==> src/rtl/mem_wb_pkg.sv <==
// MEM/WB shared definitions: default widths and the packed writeback entry.
// No logic. The entry field order is pc, wb_value, wb_en, dest.
package mem_wb_pkg;

  localparam int unsigned DATA_W_DEF     = 32;
  localparam int unsigned REG_ADDR_W_DEF = 5;

  typedef struct packed {
    logic [DATA_W_DEF-1:0]     pc;
    logic [DATA_W_DEF-1:0]     wb_value;
    logic                      wb_en;
    logic [REG_ADDR_W_DEF-1:0] dest;
  } wb_entry_t;

  localparam int unsigned WB_ENTRY_W = $bits(wb_entry_t);

endpackage

==> src/rtl/wb_skid_fifo.sv <==
// 2-entry skid FIFO with 1-bit pointers. A push is visible one edge later; there is no bypass.
// Full (count 2) blocks pushes. Flush empties the FIFO and takes priority over push and pop.
module wb_skid_fifo
  import mem_wb_pkg::*;
#(
  parameter int unsigned W = WB_ENTRY_W
) (
  input  logic         clk_i,
  input  logic         rst_i,
  input  logic         flush_i,
  input  logic         push_i,
  input  logic         pop_i,
  input  logic [W-1:0] wdata_i,
  output logic [W-1:0] rdata_o,
  output logic [1:0]   count_o
);

  logic [W-1:0] mem_q [2];
  logic         wr_ptr_q, wr_ptr_d;
  logic         rd_ptr_q, rd_ptr_d;
  logic [1:0]   count_q, count_d;
  logic         push_ok, pop_ok;

  // The caller gates push with room and pop with occupancy. They are masked again here so a bad caller cannot corrupt the count.
  assign push_ok = push_i && (count_q != 2'd2);
  assign pop_ok  = pop_i && (count_q != 2'd0);

  always_comb begin
    wr_ptr_d = wr_ptr_q;
    rd_ptr_d = rd_ptr_q;
    count_d  = count_q;
    if (flush_i) begin
      wr_ptr_d = 1'b0;
      rd_ptr_d = 1'b0;
      count_d  = 2'd0;
    end else begin
      if (push_ok) wr_ptr_d = ~wr_ptr_q;
      if (pop_ok)  rd_ptr_d = ~rd_ptr_q;
      count_d = count_q + {1'b0, push_ok} - {1'b0, pop_ok};
    end
  end

  always_ff @(posedge clk_i or posedge rst_i) begin
    if (rst_i) begin
      mem_q[0] <= '0;
      mem_q[1] <= '0;
      wr_ptr_q <= 1'b0;
      rd_ptr_q <= 1'b0;
      count_q  <= 2'd0;
    end else begin
      if (!flush_i && push_ok) mem_q[wr_ptr_q] <= wdata_i;
      wr_ptr_q <= wr_ptr_d;
      rd_ptr_q <= rd_ptr_d;
      count_q  <= count_d;
    end
  end

  assign rdata_o = mem_q[rd_ptr_q];
  assign count_o = count_q;

endmodule

==> src/rtl/mem_wb_stage.sv <==
// MEM->WB register stage. It is a 2-entry skid buffer, and a pushed entry reaches the outputs one edge later.
// in_ready depends only on the occupancy register. Defining MEM_WB_FWD_EN adds forwarding outputs taken from the head entry.
module mem_wb_stage
  import mem_wb_pkg::*;
#(
  parameter int unsigned DATA_W     = DATA_W_DEF,
  parameter int unsigned REG_ADDR_W = REG_ADDR_W_DEF
) (
  input  logic                  clk,
  input  logic                  rst,
  input  logic                  in_valid,
  output logic                  in_ready,
  input  logic [DATA_W-1:0]     pc_in,
  input  logic [DATA_W-1:0]     alu_result,
  input  logic [DATA_W-1:0]     mem_result,
  input  logic                  wb_en,
  input  logic                  mem_read,
  input  logic [REG_ADDR_W-1:0] dest,
  input  logic                  flush,
  output logic                  out_valid,
  input  logic                  out_ready,
  output logic [DATA_W-1:0]     pc_out,
  output logic [DATA_W-1:0]     wb_value,
  output logic                  wb_en_out,
  output logic [REG_ADDR_W-1:0] dest_out
`ifdef MEM_WB_FWD_EN
  ,
  output logic                  fwd_valid,
  output logic [REG_ADDR_W-1:0] fwd_dest,
  output logic [DATA_W-1:0]     fwd_value
`endif
);

  wb_entry_t  push_entry, head_entry;
  logic [1:0] count;
  logic       push, pop;

  always_comb begin
    push_entry          = '0;
    push_entry.pc       = pc_in;
    push_entry.wb_value = mem_read ? mem_result : alu_result;
    push_entry.wb_en    = wb_en;
    push_entry.dest     = dest;
  end

  assign in_ready  = (count != 2'd2);
  assign out_valid = (count != 2'd0);
  assign push      = in_valid && in_ready;
  assign pop       = out_valid && out_ready;

  wb_skid_fifo #(.W(WB_ENTRY_W)) u_fifo (
    .clk_i   (clk),
    .rst_i   (rst),
    .flush_i (flush),
    .push_i  (push),
    .pop_i   (pop),
    .wdata_i (push_entry),
    .rdata_o (head_entry),
    .count_o (count)
  );

  assign pc_out    = head_entry.pc;
  assign wb_value  = head_entry.wb_value;
  assign dest_out  = head_entry.dest;
  assign wb_en_out = out_valid && head_entry.wb_en;

`ifdef MEM_WB_FWD_EN
  // Writes to register 0 are architecturally discarded, so they are never forwarded.
  assign fwd_valid = out_valid && wb_en_out && (dest_out != '0);
  assign fwd_dest  = dest_out;
  assign fwd_value = wb_value;
`endif

endmodule

==> config.mk <==
export PLATFORM = sky130hd
export DESIGN_NAME = mem_wb_stage
export DESIGN_NICKNAME = d
export VERILOG_FILES = /design/src/rtl/mem_wb_pkg.sv /design/src/rtl/wb_skid_fifo.sv /design/src/rtl/mem_wb_stage.sv
export SDC_FILE = /design/constraint.sdc
export NUM_CORES = 1
export LEC_CHECK = 0
export BUFFER_PORTS_ARGS = -buffer_cell sky130_fd_sc_hd__buf_2
export CORE_MARGIN = 4
export CORE_UTILIZATION = 48
export CTS_CLUSTER_DIAMETER = 60
export DETAILED_ROUTE_END_ITERATION = 7
export GPL_TIMING_DRIVEN = 0
export PLACE_DENSITY = 0.8
export SLEW_MARGIN = 40
export SYNTH_ARGS = -nofsm -noshare
export SYNTH_HDL_FRONTEND = slang
export SYNTH_HIERARCHICAL = 1
export SYNTH_SLANG_ARGS = --single-unit
==> constraint.sdc <==
create_clock -name clk -period 4.1 [get_ports clk]
set_clock_uncertainty 0.1 [all_clocks]
set_input_delay 0.41 -clock clk [delete_from_list [all_inputs] [get_ports clk]]
set_output_delay 0.41 -clock clk [all_outputs]
set_load 0.02 [all_outputs]
==> reports/results.txt, run 1 <==
vias per inst = 5.14
Initial DRC Count = 122
Final setup viols = 0
synthesis-to-layout area growth = 27.1%
CP cell instances = clkbuf_1 -> clkbuf_1 -> mux2_2 -> and2_1 -> buf_2
Yosys reg bits = 144
port bufs = 178
Yosys top cell by area = dfrtp_1
synth top area cells = dfrtp_1, mux2_2, mux2_4
unrepaired setup endpoints after global routing = no
FFs w/ async S/R, synth = 1.00
Clock Pin Slew Worst Setup and Hold Paths = 0.06 ns
Synth Flop Type = dfrtp_1
clk buf depth = 2
Final ANT Viol Nets = 0
full die area = 0.0162 mm^2
largest net degree at the start of global routing = 29
Die H = 127 um
row count = 43
Setup crit end kind = output port
fillers = 1041
chip width = 127 um
vias in the first global route = 4795
PwrDens = 792 mW/mm^2
gr usage total = 0.198
status = finished, final reports clean
# nets final = 750
Final Hold Vio Count = 0
r2r setup slk = 1.78 ns
CTS Buf Count = 17
first-pass GRT wire length = 24800 um
Critical Path Max Stage Delay = 0.52 ns
synthesized area = 0.00683 mm^2
Antenna diodes = 0
initial antenna violation count = 0
Slew @ Worst Pin = 0.702 ns
worst r2r path cells = 6
Wirelength per Cell = 18.6 um
CTS H-tree depth = 4
Clock Root Buffer = clkbuf_16
Detailed Route WL = 15500 um
DRC = 0
Hold WS = 0.125 ns
initial core utilization = 0.490
slowest CP cell = clkbuf_1
final setup TNS = 0 ns
cell mode on critical path = clkbuf_1
GRT overflow = 0
share of the synthesized area in the top cell type = 0.527
Placer Congestion = 0.790
yosys warns = 6
fin worst setup slack = 1.29 ns
critical path type = reg2out
I/O pin cnt = 180
Skew-Pair Late Insertion Delay = 0.41 ns
Avg Cell Area, Syn = 15.6 um^2
Worst Hold End = u_fifo/mem_q[131]
sequential element share of the synthesized area = 0.527
Slew Limit Fails = 0
synthesized net count = 547
routed vias = 4275
Rel. slew slack = 0.532
Crit Reg-Reg Endpoint = u_fifo/mem_q[124]
fin crit period = 2.81 ns
Leak = 4.07 nW
Post-synth EDFFs = 0
pre-CTS setup slack = 1.68 ns
CORE AREA = 0.0139 mm^2
Critical R2R Launch = u_fifo/count_o[0]
Detailed Place HPWL = 11400 um
Layout Utilization = 0.623
HP Class = in2reg
maximum clock frequency = 356 MHz
share of layout cells above drive strength 1 = 0.722
post-synthesis cell count = 437
hold path start = pc_in[23]
CTS tree = built
worst vdd ir = 0.464 mV
Hold Path Depth = 2
Distinct cells, synth = 24
Post-synth top cells = mux2_2, dfrtp_1, mux2_4, buf_6, clkbuf_1
critical path required time = 3.59 ns
multi-input logic area = 0.00300 mm^2
CP max FO = 10
DR pass1 iterations = 4
Tcrit/Tclk final = 0.685
most frequent cell after synthesis = mux2_2
register area = 0.00360 mm^2
CP Launch Type = flop
total power = 6.88 mW
Arrival @ worst endpoint = 2.30 ns
Max-cap violations = 0
CTS sink count = 144
==> flip-flops by register name, summed over array words and instances, names as in the netlist <==
register,count
u_fifo/rd_ptr_q,1
u_fifo/mem_q,140
u_fifo/wr_ptr_q,1
u_fifo/count_o,2
==> routing by layer <==
metal | part of all wire | vias to the layer above | global-route usage
met5 | 0 | - | 0
met4 | 0.014 | 0 | 0.0681
met3 | 0.062 | 19 | 0.0627
met2 | 0.52 | 119 | 0.343
met1 | 0.40 | 2155 | 0.233
li1 | - | 1982 | -
==> power by group <==
part	internal (mW)	switching [mW]
Sequential	2.14	0.356
Clock	0.995	0.574
Combinational	1.43	1.39
==> layout by cell type, fill, tap and decap left out, types with 2 or more instances in the layout <==
cell        count
buf_6           8
bufinv_16       3
xnor2_1         2
mux2_1          6
clkbuf_16      17
nand2b_1        2
and2_1          3
buf_2         185
clkinvlp_4      4
mux2_2        206
nor2_1          2
nor2b_1         2
buf_16          2
clkinv_2        5
ha_1            2
inv_1           2
dfrtp_1       144
clkbuf_1        8
buf_12          6
clkbuf_8        3
mux2_4         30
==> cell type report <==
class	instances	share of cell area
clock inverters	11	0.0159
inverters	3	0.00173
well taps	180	0.0259
repair buffers	184	0.117
flip-flops and latches	144	0.415
plain buffers	26	0.0248
clock buffers	20	0.0537
multi-input cells	264	0.346
==> cells by family after synthesis <==
group	share of synthesized area
AOI/OAI and AO/OA	0.00256
xor gates and xnor gates	0.00385
adders and majority gates	0.00366
buffers and inverters	0.0331
DFF	0.527
muxes	0.415
and+or+nand+nor	0.0143
==> worst max-delay path by stage <==
| stage | startpoint | end | slack (ns) | cells after the start |
|---|---|---|---|---|
| 3_3_place_gp | rst | u_fifo/mem_q[87] | 1.05 | 2 |
| 2_1_floorplan | rst | u_fifo/count_o[0] | 1.78 | 1 |
| 5_1_grt | u_fifo/rd_ptr_q | wb_en_out | 1.12 | 5 |
| 6_report | u_fifo/rd_ptr_q | wb_en_out | 1.29 | 5 |
| 3_5_place_dp | u_fifo/rd_ptr_q | wb_en_out | 1.68 | 5 |
| 4_1_cts | u_fifo/rd_ptr_q | wb_en_out | 1.22 | 5 |
==> critical path: cells and delay by family, from the launching register on <==
kind	cells	cell delay, ns
AND/OR/NAND/NOR	1	0.14
multiplexers	1	0.41
flip-flops	1	0.32
buffers and inverters	3	1.02
==> repair_timing <==
| item | in CTS | in global routing |
|---|---|---|
| gates resized for setup | 0 | 0 |
| endpoints found under the hold margin | 19 | 0 |
| hold buffers | 1 | 0 |
| setup buffers | 0 | 0 |
==> stage by stage <==
stage | cell area [um^2] | std cells
2_1_floorplan | 6840 | 437
3_5_place_dp | 8070 | 800
4_1_cts | 8680 | 832
3_3_place_gp | 7950 | 795
5_1_grt | 8680 | 832
6_report | 8680 | 832
(Power assumes the default switching activity.)
==> run 2, diff against run 1 <==
==> constraint.sdc (replaced) <==
create_clock -name clk -period 2.3 [get_ports clk]
set_clock_uncertainty 0.1 [all_clocks]
set_input_delay 0.23 -clock clk [delete_from_list [all_inputs] [get_ports clk]]
set_output_delay 0.23 -clock clk [all_outputs]
set_load 0.02 [all_outputs]
==> run 2 against run 1 <==
Effect of this change: non-clock buffer count rose by 40; critical path type unchanged; setup slack lost 1.1 ns; clock power increased by 78%; largest cell class unchanged; register-to-register slack got worse by 1.6 ns; hold slack lost 0.055 ns.
==> reports/results.txt, run 2 (synthesis results as in run 1) <==
status = finished, final reports clean
critical path required time = 1.97 ns
GRT overflow = 0
Arrival @ worst endpoint = 1.79 ns
DRC = 0
I/O pin cnt = 180
Int Power = 8.19 mW
final setup TNS = 0 ns
Placer Congestion = 0.790
gr usage total = 0.206
most frequent cells in the layout = mux2_2, buf_2, dfrtp_1, dlygate4sd3_1, mux2_4
multi-input logic area = 0.00300 mm^2
initial antenna violation count = 0
Largest Register = u_fifo/mem_q
Rel. slew slack = 0.631
DR pass1 iterations = 4
total power = 12.4 mW
worst vdd ir = 0.723 mV
Crit Reg-Reg Endpoint = u_fifo/mem_q[124]
Leak = 4.26 nW
Wirelength per Cell = 18.3 um
CP Launch Type = flop
HP Class = in2reg
Sw Share = 0.338
Critical R2R Launch = u_fifo/count_o[0]
r2r setup slk = 0.18 ns
Antenna diodes = 0
first-pass GRT wire length = 25900 um
Gate power share = 0.413
vias in the first global route = 5040
largest net degree at the start of global routing = 29
Clock Root Buffer = clkbuf_16
CTS sink count = 144
Final ANT Viol Nets = 0
synthesis-to-layout area growth = 33.1%
critical path type = reg2out
fillers = 993
Clock Pin Slew Worst Setup and Hold Paths = 0.06 ns
# nets final = 790
routed vias = 4454
Max-cap violations = 0
Detailed Route WL = 16000 um
chip width = 127 um
power share of the clock group = 0.226
fin crit period = 2.12 ns
Setup crit start = u_fifo/rd_ptr_q
Die H = 127 um
post-route cell area = 0.00910 mm^2
Largest register FFs = 140
Slew @ Worst Pin = 0.552 ns
Final Hold Vio Count = 0
CTS tree = built
unrepaired setup endpoints after global routing = no
P_sw = 4.17 mW
register share of total power = 0.361
CTS H-tree depth = 4
Skew-Pair Late Insertion Delay = 0.41 ns
CP max FO = 10
register area = 0.00360 mm^2
Placed Area = 0.00807 mm^2
initial core utilization = 0.490
Slew Limit Fails = 0
vias per inst = 5.11
commonest non-fill, non-tap cell in the layout = mux2_2
full die area = 0.0162 mm^2
port bufs = 178
maximum clock frequency = 471 MHz
Detailed Place HPWL = 11400 um
Hold WS = 0.0702 ns
Final setup viols = 0
CORE AREA = 0.0139 mm^2
critical path endpoint = wb_en_out
CTS Buf Count = 17
worst r2r path cells = 7
Tcrit/Tclk final = 0.924
Setup crit end kind = output port
row count = 43
PwrDens = 1360 mW/mm^2
clk buf depth = 2
Initial DRC Count = 94
share of layout cells above drive strength 1 = 0.695
-- run 2: changes by cell type in the layout (fill, tap and decap cells not counted), sizes merged --
cell	previous run	this run
dlygate4sd3	1	40
clkbuf	28	27
buf	201	203
-- run 2: cell type report --
type,instances,share of cell area
Tap cell,180,0.0248
Buffer,25,0.0245
Inverter,3,0.00165
Timing Repair Buffer,225,0.156
Clock inverter,11,0.0151
Clock buffer,20,0.0513
Sequential cell,144,0.396
Multi-Input combinational cell,264,0.330
-- run 2: power groups by stage --
stage / sequential [mW] / clock [mW] / combinational, mW
2_1_floorplan: 4.24 / 0 / 3.74
3_3_place_gp: 4.33 / 0 / 4.89
3_5_place_dp: 4.47 / 0 / 5.06
4_1_cts: 4.45 / 2.85 / 5.16
5_1_grt: 4.60 / 2.97 / 5.48
6_report: 4.46 / 2.80 / 5.10
-- run 2: how the worst min path moves through the flow --
stage	from	to	slack, ns	cells after the start
2_1_floorplan	flush	u_fifo/wr_ptr_q	0.19	1
3_5_place_dp	rst	u_fifo/mem_q[38]	0.20	2
6_report	mem_result[22]	u_fifo/mem_q[98]	0.07	3
5_1_grt	mem_result[13]	u_fifo/mem_q[89]	0.06	3
3_3_place_gp	pc_in[23]	u_fifo/mem_q[131]	0.36	2
4_1_cts	mem_result[22]	u_fifo/mem_q[98]	0.06	3
-- run 2: stage by stage --
stage | setup slack, ns | utilization | cells
floorplan | 0.139 | - | 437
CTS | 0.0287 | 0.653 | 872
global placement | -0.569 | 0.571 | 795
detailed placement | -0.0451 | 0.579 | 800
global route | 0.0507 | 0.653 | 872
finish | 0.175 | 0.653 | 872
-- run 2: timing repair --
item,in CTS,in global routing
hold endpoints to repair,99,0
setup endpoints to repair,139,1
pin swaps,1,0
hold buffers,40,0
gates resized for setup,8,1
buffers inserted,2,0
-- run 2: per-layer routing --
| metal | share of wire | vias to the layer above | global-route usage |
|---|---|---|---|
| met5 | 0 | - | 0 |
| met4 | 0.016 | 0 | 0.0726 |
| met3 | 0.054 | 23 | 0.0573 |
| met2 | 0.53 | 121 | 0.360 |
| met1 | 0.40 | 2249 | 0.243 |
| li1 | - | 2061 | - |
-- run 2: critical path: stages, from the launching register on --
cell      delay [ns]
dfrtp_2         0.46
clkbuf_4        0.27
mux2_2          0.36
and2_1          0.14
buf_2           0.15
==> run 3, diff against run 2 <==
--- a/config.mk
+++ b/config.mk
@@ -6,6 +6,7 @@
 export NUM_CORES = 1
 export LEC_CHECK = 0
 export BUFFER_PORTS_ARGS = -buffer_cell sky130_fd_sc_hd__buf_2
+export CORE_ASPECT_RATIO = 0.8
 export CORE_MARGIN = 4
 export CORE_UTILIZATION = 48
 export CTS_CLUSTER_DIAMETER = 60
==> run 3 against run 2 <==
Effect of this change: register-to-register slack barely moved; first-iteration DRC count rose by 30%; global-route usage rose by 0.43 points; fmax fell by 4.0%; non-clock buffer count did not move; critical path type unchanged; critical endpoint unchanged; highest routed layer unchanged.
==> reports/results.txt, run 3 (synthesis results as in run 1) <==
Final Instance Count excl. Fillers = 872
Max-cap violations = 0
Arrival @ worst endpoint = 1.88 ns
Skew-Pair Late Insertion Delay = 0.41 ns
initial antenna violation count = 0
vias per inst = 5.13
Tcrit/Tclk final = 0.962
Worst Hold End = u_fifo/mem_q[78]
Final Hold Vio Count = 0
Clock Pin Slew Worst Setup and Hold Paths = 0.06 ns
Placer Congestion = 0.755
Setup crit start = u_fifo/rd_ptr_q
Initial DRC Count = 122
CTS H-tree depth = 4
CP Launch Type = flop
status = finished, final reports clean
GR Util met3 = 0.0639
share of layout cells above drive strength 1 = 0.688
CTS sink count = 144
Detailed Place HPWL = 11600 um
commonest non-fill, non-tap cell in the layout = mux2_2
unrepaired setup endpoints after global routing = no
critical path required time = 1.97 ns
gr usage total = 0.210
largest net degree at the start of global routing = 28
fin crit period = 2.21 ns
routed vias = 4471
total power = 12.2 mW
maximum clock frequency = 452 MHz
port bufs = 178
worst vdd ir = 0.884 mV
vias in the first global route = 5214
Rel. slew slack = 0.750
final setup TNS = 0 ns
met1 Use GR = 0.258
row count = 38
full die area = 0.0162 mm^2
fin worst setup slack = 0.0868 ns
Slew @ Worst Pin = 0.375 ns
Die H = 115 um
Hold Path Depth = 3
CTS Buf Count = 17
chip width = 141 um
Largest register FFs = 140
Largest Register = u_fifo/mem_q
Critical R2R Launch = u_fifo/count_o[0]
GR peak layer = met2
Crit Reg-Reg Endpoint = u_fifo/mem_q[127]
# nets final = 790
Detailed Route WL = 16200 um
Setup crit end kind = output port
Clock Root Buffer = clkbuf_16
r2r setup slk = 0.18 ns
Cells after DPL = 801
DR pass1 iterations = 4
met2 Track Usage GR = 0.361
I/O pin cnt = 180
GRT overflow = 0
synthesis-to-layout area growth = 33.1%
CP max FO = 10
Antenna diodes = 0
Leak = 4.26 nW
critical path type = reg2out
pre-CTS setup slack = -0.0671 ns
clk buf depth = 2
CORE AREA = 0.0137 mm^2
CTS tree = built
fillers = 1006
Layout Utilization = 0.662
hold path start = mem_result[2]
DRC = 0
most frequent cells in the layout = mux2_2, buf_2, dfrtp_1, dlygate4sd3_1, mux2_4
Final ANT Viol Nets = 0
Wirelength per Cell = 18.6 um
first-pass GRT wire length = 26600 um
Final setup viols = 0
PwrDens = 1340 mW/mm^2
initial core utilization = 0.497
HP Class = in2reg
Slew Limit Fails = 0
worst r2r path cells = 7
run 3: cell types whose count changed in the layout (fill, tap and decap cells not counted), moves of 2 or more:
cell,change
clkbuf_1,+4
buf_16,+2
buf_4,-2
bufinv_16,-2
clkbuf_8,+2
clkinv_2,-2
clkinvlp_4,-2
run 3: timing repair:
action / CTS / global route
gates cloned: 0 / 0
endpoints found under the setup margin: 139 / 1
pin swaps: 1 / 0
gates resized for setup: 8 / 1
hold buffers: 40 / 0
hold endpoints to repair: 155 / 0
setup buffers: 1 / 0
run 3: layout make-up:
class                      instances  area, um^2  area share
clock buffer                      26         509      0.0560
inverter                           3        15.0     0.00165
tap                              180         225      0.0248
buffer                            25         223      0.0245
multi-input combinational        264        3000       0.330
clock inverter                     5        52.6     0.00578
sequential                       144        3600       0.396
timing repair buffer             225        1460       0.161
run 3: metrics by stage:
stage               instance area (um^2)  hold slack, ns
floorplan                           6840           0.193
global route                        9090          0.0721
global placement                    7950           0.360
CTS                                 9090          0.0662
finish                              9090          0.0825
detailed placement                  8100           0.138
run 3: worst max path at each step:
stage                        endpoint  slack, ns  cells after the start
finish                      wb_en_out       0.09                      4
global route                wb_en_out      0.005                      4
CTS                         wb_en_out       0.03                      4
detailed placement  u_fifo/mem_q[122]      -0.07                      6
global placement     u_fifo/mem_q[22]      -0.59                      2
floorplan           u_fifo/mem_q[132]       0.14                      6
run 3: layer usage:
metal	part of all wire	vias up	wire length (um)
li1	-	2058	-
met1	0.43	2254	6920
met2	0.49	141	8040
met3	0.065	18	1050
met4	0.014	0	232
met5	0	-	0
run 3: worst max-delay path, stage by stage, from the launching register on:
cell and delay, ns:
dfrtp_1 0.53, clkbuf_4 0.31, mux2_2 0.35, and2_1 0.13, buf_2 0.15
run 3: power by group:
part,total [mW],switching (mW),internal [mW],leakage (nW)
Clock,2.60,0.981,1.62,0.276
Combinational,5.13,2.51,2.61,2.26
Sequential,4.45,0.642,3.81,1.73
